--- config.mk ---
export PLATFORM = sky130hd
export DESIGN_NAME = hash_result_dispatcher
export DESIGN_NICKNAME = d
export VERILOG_FILES = /design/src/rtl/hash_result_dispatcher.sv
export SDC_FILE = /design/constraint.sdc
export NUM_CORES = 1
export LEC_CHECK = 0
export CAP_MARGIN = 20
export CORE_MARGIN = 2
export CORE_UTILIZATION = 55
export DETAILED_ROUTE_END_ITERATION = 8
export PLACE_DENSITY = 0.82
export SYNTH_ARGS = -nofsm -noshare
export SYNTH_HDL_FRONTEND = slang
export SYNTH_SLANG_ARGS = --single-unit
--- constraint.sdc ---
create_clock -name clk -period 4.85 [get_ports clk]
set_clock_uncertainty 0.05 [all_clocks]
set_input_delay 1.455 -clock clk [delete_from_list [all_inputs] [get_ports clk]]
set_output_delay 1.455 -clock clk [all_outputs]
set_load 0.1 [all_outputs]
--- src/rtl/hash_result_dispatcher.sv ---
// hash_result_dispatcher
//   Takes one bundle per handshake from the hash engine (a head address plus
//   ISSUE_WIDTH lanes of history candidates). Each lane is filtered by
//   validity and by match-window distance. The surviving candidates then go
//   out one per cycle as match requests. The final beat of each bundle
//   carries o_last and the bundle's delim flag. If no lane survives, the
//   bundle produces a single empty beat with o_cand=0 and o_last=1.
//
// Ports
//   clk, rst_n              clock, synchronous active-low reset
//   i_valid / i_ready       bundle handshake
//   i_head_addr             address of lane 0 (lane k is head+k)
//   i_history_valid/_addr   per-lane candidate presence and address
//   i_meta_match_len/_can_ext  per-lane metadata copied to the beat
//   i_delim                 bundle ends a stream segment
//   o_valid / o_ready       request beat handshake
//   o_cand, o_lane          candidate flag and lane index
//   o_cur_addr, o_hist_addr current and candidate addresses
//   o_meta_match_len/_can_ext  lane metadata
//   o_last, o_delim         final-beat marker and the bundle delim on it
module hash_result_dispatcher #(
  parameter int ISSUE_WIDTH    = 8,
  parameter int ADDR_WIDTH     = 25,
  parameter int META_LEN_WIDTH = 5,
  parameter int WINDOW_LOG     = 16
) (
  input  logic                                clk,
  input  logic                                rst_n,
  input  logic                                i_valid,
  output logic                                i_ready,
  input  logic [ADDR_WIDTH-1:0]               i_head_addr,
  input  logic [ISSUE_WIDTH-1:0]              i_history_valid,
  input  logic [ISSUE_WIDTH*ADDR_WIDTH-1:0]   i_history_addr,
  input  logic [ISSUE_WIDTH*META_LEN_WIDTH-1:0] i_meta_match_len,
  input  logic [ISSUE_WIDTH-1:0]              i_meta_match_can_ext,
  input  logic                                i_delim,
  output logic                                o_valid,
  input  logic                                o_ready,
  output logic                                o_cand,
  output logic [$clog2(ISSUE_WIDTH)-1:0]      o_lane,
  output logic [ADDR_WIDTH-1:0]               o_cur_addr,
  output logic [ADDR_WIDTH-1:0]               o_hist_addr,
  output logic [META_LEN_WIDTH-1:0]           o_meta_match_len,
  output logic                                o_meta_match_can_ext,
  output logic                                o_last,
  output logic                                o_delim
);

  localparam int LANE_W = $clog2(ISSUE_WIDTH);

  typedef enum logic {ST_EMPTY = 1'b0, ST_HOLD = 1'b1} state_t;

  state_t                              state_r, state_s;
  logic [ISSUE_WIDTH-1:0]              pend_r, pend_s;
  logic [ADDR_WIDTH-1:0]               head_r;
  logic [ISSUE_WIDTH*ADDR_WIDTH-1:0]   hist_r;
  logic [ISSUE_WIDTH*META_LEN_WIDTH-1:0] len_r;
  logic [ISSUE_WIDTH-1:0]              ext_r;
  logic                                delim_r;

  logic [ISSUE_WIDTH-1:0]              surv_s;
  logic [LANE_W-1:0]                   sel_s;
  logic                                last_s;
  logic                                load_s;
  logic                                fire_s;

  // Distance filter on the incoming bundle. The subtraction wraps modulo 2^ADDR_WIDTH.
  always_comb begin
    logic [ADDR_WIDTH-1:0] cur_v;
    logic [ADDR_WIDTH-1:0] dist_v;
    surv_s = '0;
    cur_v  = '0;
    dist_v = '0;
    for (int k = 0; k < ISSUE_WIDTH; k++) begin
      cur_v  = i_head_addr + ADDR_WIDTH'(k);
      dist_v = cur_v - i_history_addr[k*ADDR_WIDTH +: ADDR_WIDTH];
      // dist < 2^WINDOW_LOG means no bit at or above WINDOW_LOG is set.
      surv_s[k] = i_history_valid[k] && (dist_v != '0) &&
                  (dist_v[ADDR_WIDTH-1:WINDOW_LOG] == '0);
    end
  end

  // Select the lowest pending lane, and flag the last beat (at most one lane pending).
  always_comb begin
    sel_s = '0;
    for (int k = ISSUE_WIDTH - 1; k >= 0; k--) begin
      if (pend_r[k]) begin
        sel_s = LANE_W'(k);
      end else begin
        sel_s = sel_s;
      end
    end
    last_s = ((pend_r & (pend_r - ISSUE_WIDTH'(1))) == '0);
  end

  // Handshakes. A new bundle may load in the same cycle the last beat leaves.
  always_comb begin
    i_ready = (state_r == ST_EMPTY) || (o_ready && last_s);
    load_s  = i_valid && i_ready;
    fire_s  = (state_r == ST_HOLD) && o_ready;
  end

  // Next state and next pending mask.
  always_comb begin
    state_s = state_r;
    pend_s  = pend_r;
    if (load_s) begin
      state_s = ST_HOLD;
      pend_s  = surv_s;
    end else if (fire_s && last_s) begin
      state_s = ST_EMPTY;
      pend_s  = '0;
    end else if (fire_s) begin
      pend_s  = pend_r & ~(ISSUE_WIDTH'(1) << sel_s);
    end else begin
      state_s = state_r;
    end
  end

  // State and pending mask registers, cleared by reset.
  always_ff @(posedge clk) begin
    if (!rst_n) begin
      state_r <= ST_EMPTY;
      pend_r  <= '0;
    end else begin
      state_r <= state_s;
      pend_r  <= pend_s;
    end
  end

  // Bundle payload holding register, captured on acceptance.
  always_ff @(posedge clk) begin
    if (!rst_n) begin
      head_r  <= '0;
      hist_r  <= '0;
      len_r   <= '0;
      ext_r   <= '0;
      delim_r <= 1'b0;
    end else if (load_s) begin
      head_r  <= i_head_addr;
      hist_r  <= i_history_addr;
      len_r   <= i_meta_match_len;
      ext_r   <= i_meta_match_can_ext;
      delim_r <= i_delim;
    end else begin
      head_r  <= head_r;
    end
  end

  // Beat outputs, driven only from registers. They read zero when empty and on an empty beat.
  always_comb begin
    o_valid              = 1'b0;
    o_cand               = 1'b0;
    o_lane               = '0;
    o_cur_addr           = '0;
    o_hist_addr          = '0;
    o_meta_match_len     = '0;
    o_meta_match_can_ext = 1'b0;
    o_last               = 1'b0;
    o_delim              = 1'b0;
    if (state_r == ST_HOLD) begin
      o_valid = 1'b1;
      o_last  = last_s;
      o_delim = last_s & delim_r;
      if (pend_r != '0) begin
        o_cand               = 1'b1;
        o_lane               = sel_s;
        o_cur_addr           = head_r + ADDR_WIDTH'(sel_s);
        o_hist_addr          = hist_r[sel_s*ADDR_WIDTH +: ADDR_WIDTH];
        o_meta_match_len     = len_r[sel_s*META_LEN_WIDTH +: META_LEN_WIDTH];
        o_meta_match_can_ext = ext_r[sel_s];
      end else begin
        o_cand = 1'b0;
      end
    end else begin
      o_valid = 1'b0;
    end
  end

endmodule
# [Word-level counts from Yosys, hierarchy flattened]
# Cells that the tools add are included.
[classes] addsub=17 n_mul=2 magnitude_cmp=1 n_shift=3 n_mux=30 n_bitwise=5 n_reduce_logical=41
[ops] op="25-bit nonzero test" count=8
[ops] op="200-bit by 9-bit variable part select with 25-bit output" count=1
[ops] op="25-bit subtractor" count=8
[ops] op="25-bit by 3-bit adder with 25-bit output, second input constant" count=4
[ops] op="25-bit 2-to-1 mux" count=4
[ops] op="9-bit zero test" count=8
[ops] op="25-bit by 2-bit adder with 25-bit output, second input constant" count=2
[ops] op="40-bit by 7-bit variable part select with 5-bit output" count=1
[ops] op="3-bit 2-to-1 mux" count=10
[ops] op="25-bit by 1-bit adder with 25-bit output, second input constant" count=1
[ops] op="25-bit by 3-bit adder with 25-bit output" count=1
[ops] op="8-bit 2-to-1 mux" count=3
[ops] op="1-bit logical AND" count=20
[ops] op="8-bit AND" count=2
[ops] op="1-bit 2-to-1 mux" count=10
[ops] op="5-bit 2-to-1 mux" count=2
[ops] op="8-bit zero test" count=1
[ops] op="3-bit by 5-bit multiplier with 8-bit output, second input constant" count=1
[ops] op="8-bit inverter" count=1
[ops] op="8-bit nonzero test" count=1
[ops] op="1-bit by 3-bit left shift with 8-bit output, first input constant" count=1
[ops] op="8-bit by 1-bit subtractor with 8-bit output, second input constant" count=1
[ops] op="3-bit by 3-bit multiplier with 6-bit output, second input constant" count=1
[ops] op="3-bit by 4-bit less-than comparator with 1-bit output, second input constant" count=1
[ops] op="other kinds (6)" count=6
[word_totals] regBits=283 input_bits=286 elab_cells=106

# [Logic depth before layout (Yosys ltp)]
[logic_depth] ltp_word=14 depth_mapped=16 ltp_nobuf=16

# [Worst setup path after synthesis]
# Ideal clock, no wire load.
[synth_timing] path_type="register -> output" start="reg pend_r[6]" end="out o_cur_addr[22]" t_arrival_ns=4.240 t_required_ns=3.345 setup_slack_ns=-0.895 path_stages_with_launch=17 n_path_buf=2 cell_sequence="dfxtp_1 nand2b_1 a21oi_1 nor2_1 nor2_1 o21bai_1 clkbuf_1 inv_2 clkbuf_1 ha_1 fa_1 a21o_1 nand2b_1 nor4_1 nand3_1 xor2_1 nor2_1"
[synth_via] elab_chain_cells=10 elab_cells_between_ends=11 classes_between="add/sub (1); mux (9); reduce/logical (1)"
[synth_lines] element="start: declaration" line_no="54" rtl="logic [ISSUE_WIDTH-1:0] pend_r, pend_s;"
[synth_lines] element="start signal: assignment" line_no="127" rtl="pend_r <= pend_s;"
[synth_lines] element="3-bit 2-to-1 mux (7 in a row)" line_no="87" rtl="if (pend_r[k]) begin"
[synth_lines] element="25-bit by 3-bit adder with 25-bit output" line_no="168" rtl="o_cur_addr = head_r + ADDR_WIDTH'(sel_s);"
[synth_lines] element="25-bit 2-to-1 mux (*)" line_no="165" rtl="if (pend_r != '0) begin"
[synth_lines] element="25-bit 2-to-1 mux (*)" line_no="161" rtl="if (state_r == ST_HOLD) begin"
[synth_lines] element="end: declaration" line_no="41" rtl="output logic [ADDR_WIDTH-1:0] o_cur_addr,"
# Every way passes the cells marked *; elsewhere a longest branch is shown, timed or not.

# [Worst setup path in the final report]
[layout_timing] start="reg pend_r[0]" end="out o_hist_addr[16]"
[layout_via] elab_chain_cells=5 elab_cells_between_ends=6 classes_between="mul (1); shift (1); mux (3); reduce/logical (1)"
[layout_lines] element="3-bit 2-to-1 mux" line_no="87"
[layout_lines] element="3-bit by 5-bit multiplier with 8-bit output" line_no="169" rtl="o_hist_addr = hist_r[sel_s*ADDR_WIDTH +: ADDR_WIDTH];"
[layout_lines] element="200-bit by 9-bit variable part select with 25-bit output" line_no="169"
[layout_lines] element="25-bit 2-to-1 mux (*)" line_no="165"
[layout_lines] element="25-bit 2-to-1 mux (*)" line_no="161"
[layout_lines] element="end: declaration" line_no="42" rtl="output logic [ADDR_WIDTH-1:0] o_hist_addr,"
# Marks and branches as above.

==> results by group <==
Power
  • Psw: 3055 uW
  • Worst IR Drop VDD: 354.9 uV
  • Switching part of the total power: 0.3535
  • Part of the power in registers: 0.300
  • Power density cells: 245.2 nW/um^2
  • Clock power share: 0.308
  • Leak pwr: 0.01613 uW
  • Total Power: 8644 uW
  • Gate power share: 0.392
  • Pint: 5588 uW

Yosys
  • Sequential fraction of the synthesis area: 0.2162
  • Synth area leader: dfxtp_1
  • Syn Nets: 4348
  • Yosys warning total: 0
  • Top cells by area, synth: dfxtp_1, ha_1, nand2_1, a21boi_0, inv_1
  • Post-synth EDFFs: 0
  • Most frequent cell after synthesis: nand2_1
  • Ys flop type: dfxtp_1
  • Area share of the largest cell type after synthesis: 0.2162
  • Synthesized area per cell: 7.086 sq um
  • Synth top cells by count: nand2_1, ha_1, inv_1, a21boi_0, dfxtp_1
  • Post-Syn Area: 26200 sq um
  • Post-synthesis async set-or-reset flop share: 0
  • Seq cells post-synth: 283
  • Synth cell types: 82
  • Cells after Synth: 3698

Clocking
  • Clock Tree Root: clkbuf_16
  • TritonCTS buffer count: 31
  • TritonCTS Sinks: 283
  • Clk_lat worst skew: 610 ps
  • CTS H-tree depth: 1
  • CTS clk-pin slew, worst paths: 70 ps
  • CTS Buffer Depth: 3
  • CTS tree: done
  • Post-CTS Hold Fix Bufs: 0

Timing
  • Crit path time final: 4875 ps
  • Rel. slew slack: 0.3265
  • Total Neg Setup Slack: -25.86 ps
  • Final setup vio count: 2
  • Fin crit share: 1.005
  • Worst slew pin tran: 1010 ps
  • Final Slew Violations: 0
  • Final setup margin: -24.70 ps
  • Fin. Hold Viols: 0
  • Fmax: 0.2051 GHz

Layout
  • Layout Nets: 4967
  • Final Core Density: 0.7541
  • Area delta synth->final: 34.55%
  • Fraction of layout instances using a drive strength above 1: 0.1430
  • FILL cells: 3622
  • Design Area, Final: 35260 sq um

Drt
  • DRT met1 WL: 43.58 mm
  • Met3 wire len: 13.94 mm
  • DRT Pass-1 Iters: 6
  • DRC: 0
  • Antenna viol nets, final: 0
  • DR WL met2: 45.08 mm
  • Highest Signal Layer: met5
  • Total wire length: 110.7 mm
  • Wire length per cell: 22.36 um
  • Vias per cell: 6.140
  • Iteration-0 DRC Markers: 4107
  • Via count: 30404

Setup path
  • CP Buf/Inv Count: 3
  • Worst Path Arrival: 3370 ps
  • Crit path from: pend_r[0]
  • Top delay family on crit path: compound AO/OA/AOI/OAI gates
  • R2R cell count: 9
  • WP data required: 3350 ps
  • Critical path, cell by cell: nor2_2 -> nand3_4 -> inv_2 -> buf_4 -> nand2_2 -> a31oi_1 -> o21ai_0 -> o22ai_2 -> buf_12
  • Critical R2R Capture: pend_r[2]
  • Worst R2R Setup Slack: 1610 ps
  • Critical R2R Launch: pend_r[4]
  • CP Depth: 9
  • CP Max Fanout: 27
  • CP Launch Type: flip-flop
  • Worst Setup EP: o_hist_addr[16]
  • Worst Setup End Kind: primary output
  • Critical path's slowest cell: dfxtp_1
  • Critical path class: reg2out
  • Max stage delay on crit path: 430 ps

Placement
  • HPWL after detailed placement: 86.18 mm
  • Worst slack, placed: -553.8 ps
  • Cell area after placement: 33920 sq um
  • PortBufs: 349
  • Placer congestion estimate: 1.052

Floorplan
  • Core area: 46750 sq um
  • Die Y: 222.3 um
  • Initial Utilization: 0.5605
  • Number of cell rows: 79
  • Chip Width: 222.3 um
  • Die area: 49410 sq um
  • Io pins: 350

Run status
  • Status: finished, violations left
  • Failing checks: setup timing

GRT
  • Grt ovf: 0
  • Largest net degree at the start of global routing: 219
  • First-pass GRT wire length: 165.4 mm
  • Vias in the first global route: 28449
  • Antenna violations before repair: 4
  • All-Layer GR Usage: 0.4323

Job
  • Max cap viols: 0

Hold path
  • Hold Crit Class: reg2reg
## per-stage QoR
step	hold slack [ps]	cells
6_report	416.0	4952
5_1_grt	431.2	4949
3_5_place_dp	406.7	4885
3_3_place_gp	401.3	4885
4_1_cts	416.8	4943
2_1_floorplan	388.8	3698
## timing repair
action | CTS | global route
endpoints found under the setup margin | 41 | 25
setup buffers | 0 | 6
gates resized for setup | 20 | 27
pin swaps | 0 | 9
## final cells by class
cell class	count	area, sq um	area share
repair buffers	757	7457	0.2115
inverters	296	1117	0.03169
multi-input cells	2948	19120	0.5422
clock inverters	23	297.8	0.008446
well taps	607	759.5	0.02154
diodes	3	7.507	0.0002129
clock buffers	35	820.8	0.02328
flip-flops and latches	283	5680	0.1611
## registers in the layout (all words and copies together) (netlist names)
signal,flops
ext_r,8
delim_r,1
hist_r,200
state_r,1
pend_r,8
len_r,40
head_r,25
## power by group through the flow
stage / Combinational [uW] / Clock, uW / Sequential, uW
floorplan: 1890 / 0 / 2600
detailed placement: 3270 / 0 / 2640
CTS: 3290 / 2640 / 2590
global route: 3680 / 2740 / 2610
finish: 3390 / 2660 / 2590
global placement: 3230 / 0 / 2630
## tightest hold or removal path: stages (launching register included)
cell and delay [ps]:
dfxtp_1 310, nand2_1 50, a21boi_0 60
## placed cells by master (no fill, tap or decap), types with 43 or more instances in the layout
cell type          n
dfxtp_1          277
nand2_1          905
xnor2_1           56
buf_4            387
ha_1             354
a21o_1            60
xor2_1            43
a21boi_0         283
nor2_1           143
inv_1            290
nor3_1            46
a21oi_1          194
o21ai_0           90
nand3_1          203
buf_12            84
clkdlybuf4s50_1  282
## cells by family (layout without fill, tap and decap cells)
| group | count (synthesis) | in the layout | share of synthesized area |
|---|---|---|---|
| AO/OA/AOI/OAI | 927 | 927 | 0.2432 |
| XOR/XNOR | 100 | 100 | 0.03342 |
| adder cells (fa/ha/maj) | 364 | 364 | 0.1761 |
| buffers and inverters | 467 | 1111 | 0.06718 |
| flip-flops | 283 | 283 | 0.2162 |
| multiplexers | 23 | 23 | 0.009072 |
| other | 0 | 3 | 0 |
| AND/OR/NAND/NOR | 1534 | 1534 | 0.2548 |
## worst min-delay path by stage
stage,slack [ps],cells after the start,end,startpoint
after floorplan,390,2,delim_r,delim_r
after global placement,400,2,len_r[35],len_r[35]
after detailed placement,410,2,len_r[37],len_r[37]
after CTS,420,2,hist_r[3],hist_r[3]
after global routing,430,2,hist_r[103],hist_r[103]
final,420,2,hist_r[13],hist_r[13]
## per-layer routing
layer | GRT usage | vias up
met1 | 0.5753 | 13971
met2 | 0.6359 | 1941
met5 | 0 | -
met4 | 0.2657 | 4
met3 | 0.09468 | 380
li1 | - | 14108
Power figures use the tool's default switching activity.
